`config.mk`:
```
export PLATFORM = sky130hd
export DESIGN_NAME = counter_stop_driver
export DESIGN_NICKNAME = d
export VERILOG_FILES = /design/src/rtl/counter_drv_pkg.sv /design/src/rtl/drv_cycle_timer.sv /design/src/rtl/counter_stop_driver.sv
export SDC_FILE = /design/constraint.sdc
export NUM_CORES = 1
export LEC_CHECK = 0
export ABC_AREA = 0
export CAP_MARGIN = 5
export CORE_ASPECT_RATIO = 1.4
export CORE_UTILIZATION = 39
export DETAILED_ROUTE_END_ITERATION = 12
export HOLD_SLACK_MARGIN = 0.02
export SYNTH_ARGS = -nofsm -noshare
export SYNTH_HDL_FRONTEND = slang
export SYNTH_SLANG_ARGS = --single-unit
```
`constraint.sdc`:
```
create_clock -name clk -period 3 [get_ports clk]
set_input_delay 0.6 -clock clk [delete_from_list [all_inputs] [get_ports clk]]
set_output_delay 0.6 -clock clk [all_outputs]
set_load 0.01 [all_outputs]
```
`src/rtl/counter_drv_pkg.sv`:
```
// Shared types and constants for the counter stop driver.
package counter_drv_pkg;

  localparam int CW_DEF = 3;

  typedef enum logic [2:0] {
    S_IDLE,
    S_RSTD,
    S_START,
    S_RUN,
    S_SETTLE,
    S_RESP
  } drv_state_t;

  localparam logic [1:0] ERR_OK         = 2'd0;
  localparam logic [1:0] ERR_BAD_TARGET = 2'd1;
  localparam logic [1:0] ERR_TIMEOUT    = 2'd2;
  localparam logic [1:0] ERR_BAD_FINAL  = 2'd3;

  // Width needed for one timer to count up to the largest of three phase lengths.
  function automatic int tmr_width(input int a, input int b, input int c);
    int m;
    m = (a > b) ? a : b;
    m = (m > c) ? m : c;
    return ($clog2(m + 1) < 1) ? 1 : $clog2(m + 1);
  endfunction

endpackage

```
`src/rtl/drv_cycle_timer.sv`:
```
// Free-running cycle timer with synchronous clear and count enable.
module drv_cycle_timer #(
  parameter int TW = 5
) (
  input  logic          clk,
  input  logic          rst,
  input  logic          i_clear,
  input  logic          i_enable,
  output logic [TW-1:0] o_count
);

  logic [TW-1:0] r_count;

  // Clear wins over enable so a phase always starts counting from zero.
  always_ff @(posedge clk) begin
    if (!rst) begin
      r_count <= '0;
    end else if (i_clear) begin
      r_count <= '0;
    end else if (i_enable) begin
      r_count <= r_count + TW'(1);
    end
  end

  assign o_count = r_count;

endmodule

```
`src/rtl/counter_stop_driver.sv`:
```
// Drives one start/stop counter FSM through a reset/start/stop run and
// reports the frozen final count.
//
// state    | meaning
// S_IDLE   | counter held in reset, waiting for a command
// S_RSTD   | counter reset held for RST_CYC cycles
// S_START  | one-cycle start pulse, counter reset released
// S_RUN    | waiting for counter==target-1, bounded by TIMEOUT
// S_SETTLE | stop pulse cycle, then final count must hold SETTLE cycles
// S_RESP   | response held until consumer accepts it
module counter_stop_driver
  import counter_drv_pkg::*;
#(
  parameter int CW      = CW_DEF,
  parameter int STOP_LO = 5,
  parameter int STOP_HI = 6,
  parameter int RST_CYC = 2,
  parameter int SETTLE  = 3,
  parameter int TIMEOUT = 16
) (
  input  logic          clk,
  input  logic          rst,
  input  logic          i_cmd_valid,
  output logic          o_cmd_ready,
  input  logic [CW-1:0] i_cmd_target,
  output logic          o_rsp_valid,
  input  logic          i_rsp_ready,
  output logic [CW-1:0] o_rsp_count,
  output logic [1:0]    o_rsp_err,
  output logic          o_dut_rst,
  output logic          o_start,
  output logic          o_stop,
  input  logic [CW-1:0] i_counter
);

  localparam int TMR_W = tmr_width(RST_CYC, SETTLE, TIMEOUT);

  localparam logic [CW-1:0]    TGT_LO      = CW'(STOP_LO);
  localparam logic [CW-1:0]    TGT_HI      = CW'(STOP_HI);
  localparam logic [TMR_W-1:0] RST_LAST    = TMR_W'(RST_CYC - 1);
  localparam logic [TMR_W-1:0] SETTLE_LAST = TMR_W'(SETTLE - 1);
  localparam logic [TMR_W-1:0] TMO_LAST    = TMR_W'(TIMEOUT - 1);

  drv_state_t     r_state;
  logic           r_cmd_ready;
  logic           r_rsp_valid;
  logic [CW-1:0]  r_rsp_count;
  logic [1:0]     r_rsp_err;
  logic           r_dut_rst;
  logic           r_start;
  logic           r_stop;
  logic [CW-1:0]  r_target;

  logic [TMR_W-1:0] w_tmr_count;
  logic             w_tmr_clear;
  logic             w_tmr_en;
  logic             w_bad_target;
  logic [CW-1:0]    w_tgt_m1;
  logic [CW-1:0]    w_tgt_p1;

  // Target arithmetic wraps in CW bits on purpose.
  assign w_tgt_m1     = r_target - CW'(1);
  assign w_tgt_p1     = r_target + CW'(1);
  assign w_bad_target = (i_cmd_target < TGT_LO) || (i_cmd_target > TGT_HI);

  // The stop cycle in S_SETTLE is not part of the hold window, so the timer restarts there.
  assign w_tmr_clear = (r_state == S_IDLE) || (r_state == S_START) ||
                       ((r_state == S_SETTLE) && r_stop);
  assign w_tmr_en    = (r_state == S_RSTD) || (r_state == S_RUN) || (r_state == S_SETTLE);

  drv_cycle_timer #(
    .TW (TMR_W)
  ) u_timer (
    .clk      (clk),
    .rst      (rst),
    .i_clear  (w_tmr_clear),
    .i_enable (w_tmr_en),
    .o_count  (w_tmr_count)
  );

  // Sequencing FSM; every output is a register updated here.
  always_ff @(posedge clk) begin
    if (!rst) begin
      r_state     <= S_IDLE;
      r_cmd_ready <= 1'b1;
      r_rsp_valid <= 1'b0;
      r_rsp_count <= '0;
      r_rsp_err   <= ERR_OK;
      r_dut_rst   <= 1'b0;
      r_start     <= 1'b0;
      r_stop      <= 1'b0;
      r_target    <= '0;
    end else begin
      case (r_state)
        S_IDLE: begin
          r_dut_rst <= 1'b0;
          if (i_cmd_valid && r_cmd_ready) begin
            r_target    <= i_cmd_target;
            r_cmd_ready <= 1'b0;
            if (w_bad_target) begin
              r_state     <= S_RESP;
              r_rsp_valid <= 1'b1;
              r_rsp_err   <= ERR_BAD_TARGET;
              r_rsp_count <= '0;
            end else begin
              r_state <= S_RSTD;
            end
          end
        end
        S_RSTD: begin
          if (w_tmr_count == RST_LAST) begin
            r_dut_rst <= 1'b1;
            r_start   <= 1'b1;
            r_state   <= S_START;
          end
        end
        S_START: begin
          r_start <= 1'b0;
          r_state <= S_RUN;
        end
        S_RUN: begin
          // Stop is registered, so it must be decided one count early.
          if (i_counter == w_tgt_m1) begin
            r_stop  <= 1'b1;
            r_state <= S_SETTLE;
          end else if (w_tmr_count == TMO_LAST) begin
            r_state     <= S_RESP;
            r_rsp_valid <= 1'b1;
            r_rsp_err   <= ERR_TIMEOUT;
            r_rsp_count <= i_counter;
          end
        end
        S_SETTLE: begin
          if (r_stop) begin
            r_stop <= 1'b0;
          end else if (i_counter != w_tgt_p1) begin
            r_state     <= S_RESP;
            r_rsp_valid <= 1'b1;
            r_rsp_err   <= ERR_BAD_FINAL;
            r_rsp_count <= i_counter;
          end else if (w_tmr_count == SETTLE_LAST) begin
            r_state     <= S_RESP;
            r_rsp_valid <= 1'b1;
            r_rsp_err   <= ERR_OK;
            r_rsp_count <= i_counter;
          end
        end
        S_RESP: begin
          if (i_rsp_ready) begin
            r_rsp_valid <= 1'b0;
            r_cmd_ready <= 1'b1;
            r_dut_rst   <= 1'b0;
            r_state     <= S_IDLE;
          end
        end
        default: begin
          r_state <= S_IDLE;
        end
      endcase
    end
  end

  assign o_cmd_ready = r_cmd_ready;
  assign o_rsp_valid = r_rsp_valid;
  assign o_rsp_count = r_rsp_count;
  assign o_rsp_err   = r_rsp_err;
  assign o_dut_rst   = r_dut_rst;
  assign o_start     = r_start;
  assign o_stop      = r_stop;

endmodule
```
==> metrics.md <==
| Metric | Value |
|---|---|
| CTS tree | built |
| VDD IR max | a little under 300 uV |
| Largest net degree at the start of global routing | 17 |
| Net Sw Frac | 0.335 |
| Flops & latches, synth | 21 |
| Syn. warnings | 0 |
| Post-synth top area share | 0.329 |
| Finished Layout Cells | 195 |
| Mapped Area | 1280 um2 |
| Slew headroom | 0.611 |
| Register share of total power | 0.418 |
| 1st-pass router iterations | 4 |
| Port Buffers | 19 |
| Fmax | a little over 400 MHz |
| Initial DRC count | 15 |
| Gr ovfl total | 0 |
| Clock tree buffer depth | 2 |
| Max Slew Vio Count | 0 |
| Main flop type after synthesis | dfxtp_1 |
| Post-Route WL | 2.65 mm |
| # DRC | 0 |
| Most common cell after layout, fill and taps aside | dfxtp_1 |
| Number of synthesized flops with an enable pin | 0 |
| Pleak | 0.596 nW |
| H-tree Lvls | 1 |
| Vias in the first global route | 1,037 |
| Final setup fails | 0 |
| Status | completed |
| Final min period | 2.41 ns |
| Synth area leaders | dfxtp_1 (33%), mux2i_1 (6.3%), ha_1 (5.9%), xnor3_1 (3.5%), xor2_1 (3.4%) |
| Final Hold Fails | 0 |
| Io pins | 20 |
| Met2 Use GR | 0.277 |
| Crit end category | flop |
| Worst EP required | 3.19 ns |
| Gate power share | 0.373 |
| Number of setup buffers added after CTS | 0 |
| Clock Pin Slew Worst Setup and Hold Paths | 0.07 ns |
| Clock Skew | 0.00106 ns |
| GP Congestion | about 0.75 |
| Least-Margin Pin Slew | 0.579 ns |
| Critical path startpoint category | input port |
| Row Count | 24 |
| CTS Hold Bufs | 0 |
| Pwr Density | approximately 570 nW/um2 |
| Max Fanout on Critical Path | 5 |
| Global routing's busiest layer | met2 |
| Placed Instances | 191 |
| Fin crit share | 0.802 |
| Later-pin clock latency in the skew report | 0.26 ns |
| Core area | 3120 um2 |
| Via count | ~1,000 |
| Int Pwr | 0.000584 W |
| Ratio of cells with drive above 1 in the final layout | 0.115 |
| Met1 usage | 0.207 |
| Grt met3 use | 0.0219 |
| Layout area overhead | 19.8% |
| Die span in y | 69.8 um |
| Post-synthesis average cell area | 9.33 um2 |
| Gr usage total | 0.172 |
| Wire per inst | 13.6 um |
| Seq/Total Area, Yosys | 0.329 |
| Cell taking the most area after synthesis | dfxtp_1 |
| Final setup TNS | 0 ns |
| DIE AREA | roughly 3500 um2 |
| Post-Syn Nets | ~150 |
| Cts repair resizes | 0 |
| TritonCTS Buffers | 3 |
| Maxcap violations | 0 |
| Avg Vias per Cell | 5.28 |
| Hold WC Path Type | flop to flop |
| Post-DP HPWL | 2.03 mm |
| Arrival time worst endpoint | 2.59 ns |
| Ant. Diodes | 0 |
| RSZ-0062 raised after global routing | no |
| Synth cell types | 50 |
| Die W | 50.4 um |
| Post-synth ARST share | 0 |
| Antenna violations before repair | 0 |
| First-pass GRT wire length | roughly 4.6 mm |
| Number of clock sinks | 21 |
| Clock root cell | clkbuf_8 |
| Path type of the worst setup path | input port to flop |
| Clk pwr share | 0.209 |
| Final #Nets | 173 |
| Initial Util | 0.409 |
| Commonest cells after routing, fill and taps aside | dfxtp_1 (21), clkdlybuf4s50_1 (19), nand2_1 (11), nor2_1 (10), mux2i_1 (8) |
| Switching power | 0.000294 W |
| Antenna-violating nets left | 0 |
| Post-Syn Instances | between 100 and 150 |
[registers in the layout, indices dropped and copies added (netlist names)]
signal and flops:
o_cmd_ready 1, o_dut_rst 1, o_rsp_count 3, o_rsp_err 2, o_rsp_valid 1, o_start 1
o_stop 1, r_state 3, r_target 3, u_timer.o_count 5
[layer usage]
layer,vias up,share of wire
met5,-,0
met4,0,0.023
met3,4,0.024
met2,19,0.50
met1,480,0.45
li1,527,-
[cell usage after synthesis (all sizes together) (4+ instances only)]
library cell / n
mux2i: 8
a211oi: 4
nor2b: 5
inv: 7
nor2: 10
o21ai: 8
nand2: 11
xor2: 5
dfxtp: 21
nand3: 4
ha: 6
[area by class of cell]
| class | count | area, um2 |
|---|---|---|
| Tap cell | 39 | 48.8 |
| Multi-Input combinational cell | 102 | 782 |
| Inverter | 8 | 30.0 |
| Sequential cell | 21 | 420 |
| Fill cell | 314 | 1590 |
| Timing Repair Buffer | 21 | 205 |
| Clock buffer | 4 | 45.0 |
[power groups by stage]
stage | registers (W) | logic [W] | clock network (W)
2_1_floorplan | 0.000358 | 0.000248 | 0
3_3_place_gp | 0.000371 | 0.000327 | 0
3_5_place_dp | 0.000374 | 0.000329 | 0
4_1_cts | 0.000367 | 0.000331 | 0.000189
5_1_grt | 0.000375 | 0.000365 | 0.000202
6_report | 0.000367 | 0.000327 | 0.000183
[final timing paths]
kind	start	cells after the start	end	slack [ns]
max	i_counter[2]	6	o_rsp_count[1]	0.59
min	o_rsp_count[0]	2	o_rsp_count[0]	0.46
max reg2reg	r_target[0]	7	o_rsp_count[1]	0.88
min reg2reg	o_rsp_count[0]	2	o_rsp_count[0]	0.46
[cells by family after synthesis]
kind of cell | after synthesis | synth area share
AO/OA/AOI/OAI | 29 | 0.175
XOR/XNOR | 8 | 0.0763
adder cells (fa/ha/maj) | 6 | 0.0587
buffers and inverters | 14 | 0.0597
flip-flops | 21 | 0.329
multiplexers | 8 | 0.0626
AND/OR/NAND/NOR | 51 | 0.239
[through the flow]
step / total power (W) / area, um2 / util / setup slack, ns / hold WS (ns)
2_1_floorplan: 0.000607 / 1280 / - / 1.03 / 0.479
6_report: 0.000877 / 1530 / 0.490 / 0.595 / 0.458
4_1_cts: 0.000887 / 1530 / 0.490 / 0.583 / 0.466
3_3_place_gp: 0.000698 / 1490 / 0.476 / 0.392 / 0.447
3_5_place_dp: 0.000702 / 1490 / 0.476 / 0.321 / 0.455
5_1_grt: 0.000942 / 1530 / 0.490 / 0.480 / 0.483
[worst max-delay path, cell delays in order]
cell,delay (ns)
clkdlybuf4s50_1,0.56
xnor3_1,0.34
and3_4,0.22
a32o_1,0.26
nor4_4,0.37
mux2i_1,0.24
No activity file was read; power rests on OpenSTA's default activity.
==> RTL change: new RTL, same flow settings <==
Change the parameter `SETTLE` from 3 to 6.
--- a/src/rtl/counter_stop_driver.sv
+++ b/src/rtl/counter_stop_driver.sv
@@ -17,3 +17,3 @@
   parameter int RST_CYC = 2,
-  parameter int SETTLE  = 3,
+  parameter int SETTLE  = 6,
   parameter int TIMEOUT = 16
Function: changed (a bounded check fails within 10 cycles, from zero or initial values and one cycle with rst low).
==> RTL change against the unedited design <==
- maximum frequency rose by 1.3%
- critical path depth did not move
- hold slack improved by 0.00057 ns
- routed wire length rose by 7.0%
- total power rose by 1.3%
- final cell count did not move
- cell area did not move
- setup slack improved by 0.030 ns
- first-iteration DRC count rose by 20%
- synthesized area fell by 0.39%
- clock skew barely moved
- register-to-register slack improved by 0.07 ns
- sequential cell count did not move
- largest cell class unchanged
==> RTL change: results (changes against the unedited design) <==
stage,metric,value,unit,change
finish,nNetsFinal,172,,-0.58%
detailed_routing,route.met2.wl,1540,um,+17%
global_route,grt_use_met2,0.332,,+0.0548
detailed_routing,avgViaCountPerCell,5.43,,+2.8%
pwr,p_comb,346,uW,+6%
pwr,pg_clk,189,uW,+3%
sta,finalCriticalPeriod,2.37,ns,-0.0304 ns
logic_synthesis,ys_top_cells_by_count,"21 x dfxtp_1, 11 x nand2_1, 8 x mux2i_1, 8 x nor2_1, 7 x inv_1",,
outcome,outcome,completed,,
logic_synthesis,synth_nets,151,,-1.3%
logic_synthesis,netlist_top_cells_area,"dfxtp_1 33%, mux2i_1 6.3%, ha_1 4.9%",,
logic_synthesis,yosysUniqueCellTypes,51,,+2.0%
setup_path,r2r-end,o_rsp_err[1]$_SDFFE_PN0P_,,
global_route,met3_usage,0.0285,,+0.00658
pwr,p_leak,0.598,nW,+0.31%
detailed_routing,wl_per_cell,14.5,um,+7.0%
hold_path,hold_path.startpoint,o_rsp_count[2]$_SDFFE_PN0P_,,
place,dp_hpwl,2160,um,+6.8%
pwr,intPower,586,uW,+0.45%
sta,hold_slack,0.459,ns,+0.000571 ns
global_route,track_usage,0.184,,+0.0122
sta,fin_skew,0.00144,ns,+0.000378 ns
detailed_routing,wl_met3,89,um,+41%
global_route,grt_pass1_wl,4910,um,+7.6%
place,place_ws,0.332,ns,+0.0105 ns
detailed_routing,wl_met1,1130,um,-6.5%
place,routabilityCongestion,0.836,,+12%
global_route,met1_usage,0.199,,-0.00762
logic_synthesis,yosysSeqAreaShare,0.330,,+0.00129
setup_path,cp.arrival,2.57,ns,-0.02 ns
sta,worstMarginPinSlew,0.582,ns,+0.00298 ns
pwr,ir_worst_vdd,0.270,mV,-9.3%
finish,fillers,317,,+0.96%
==> RTL change: kinds of logic (layout without fill, tap and decap cells) <==
group,Yosys count,in the layout,share of synthesized area
AOI/OAI and AO/OA,32,32,0.188
buffers and inverters,13,33,0.0589
muxes,8,8,0.0629
and+or+nand+nor,49,49,0.235
DFF,21,21,0.330
adders and majority gates,5,5,0.0491
xor gates and xnor gates,8,8,0.0766
==> RTL change: critical path: cells and delay by family <==
family | cells | cell delay (ns)
compound gates | 1 | 0.26
xor+xnor | 1 | 0.34
buf+inv | 1 | 0.56
mux | 1 | 0.24
simple gates | 2 | 0.57
==> RTL change: final cells by class <==
class                           count  area, um2  share of cell area
Timing Repair Buffer               22        213               0.139
Tap cell                           39       48.8              0.0319
Sequential cell                    21        420               0.275
Clock buffer                        4       45.0              0.0294
Inverter                            7       26.3              0.0172
Multi-Input combinational cell    102        778               0.508
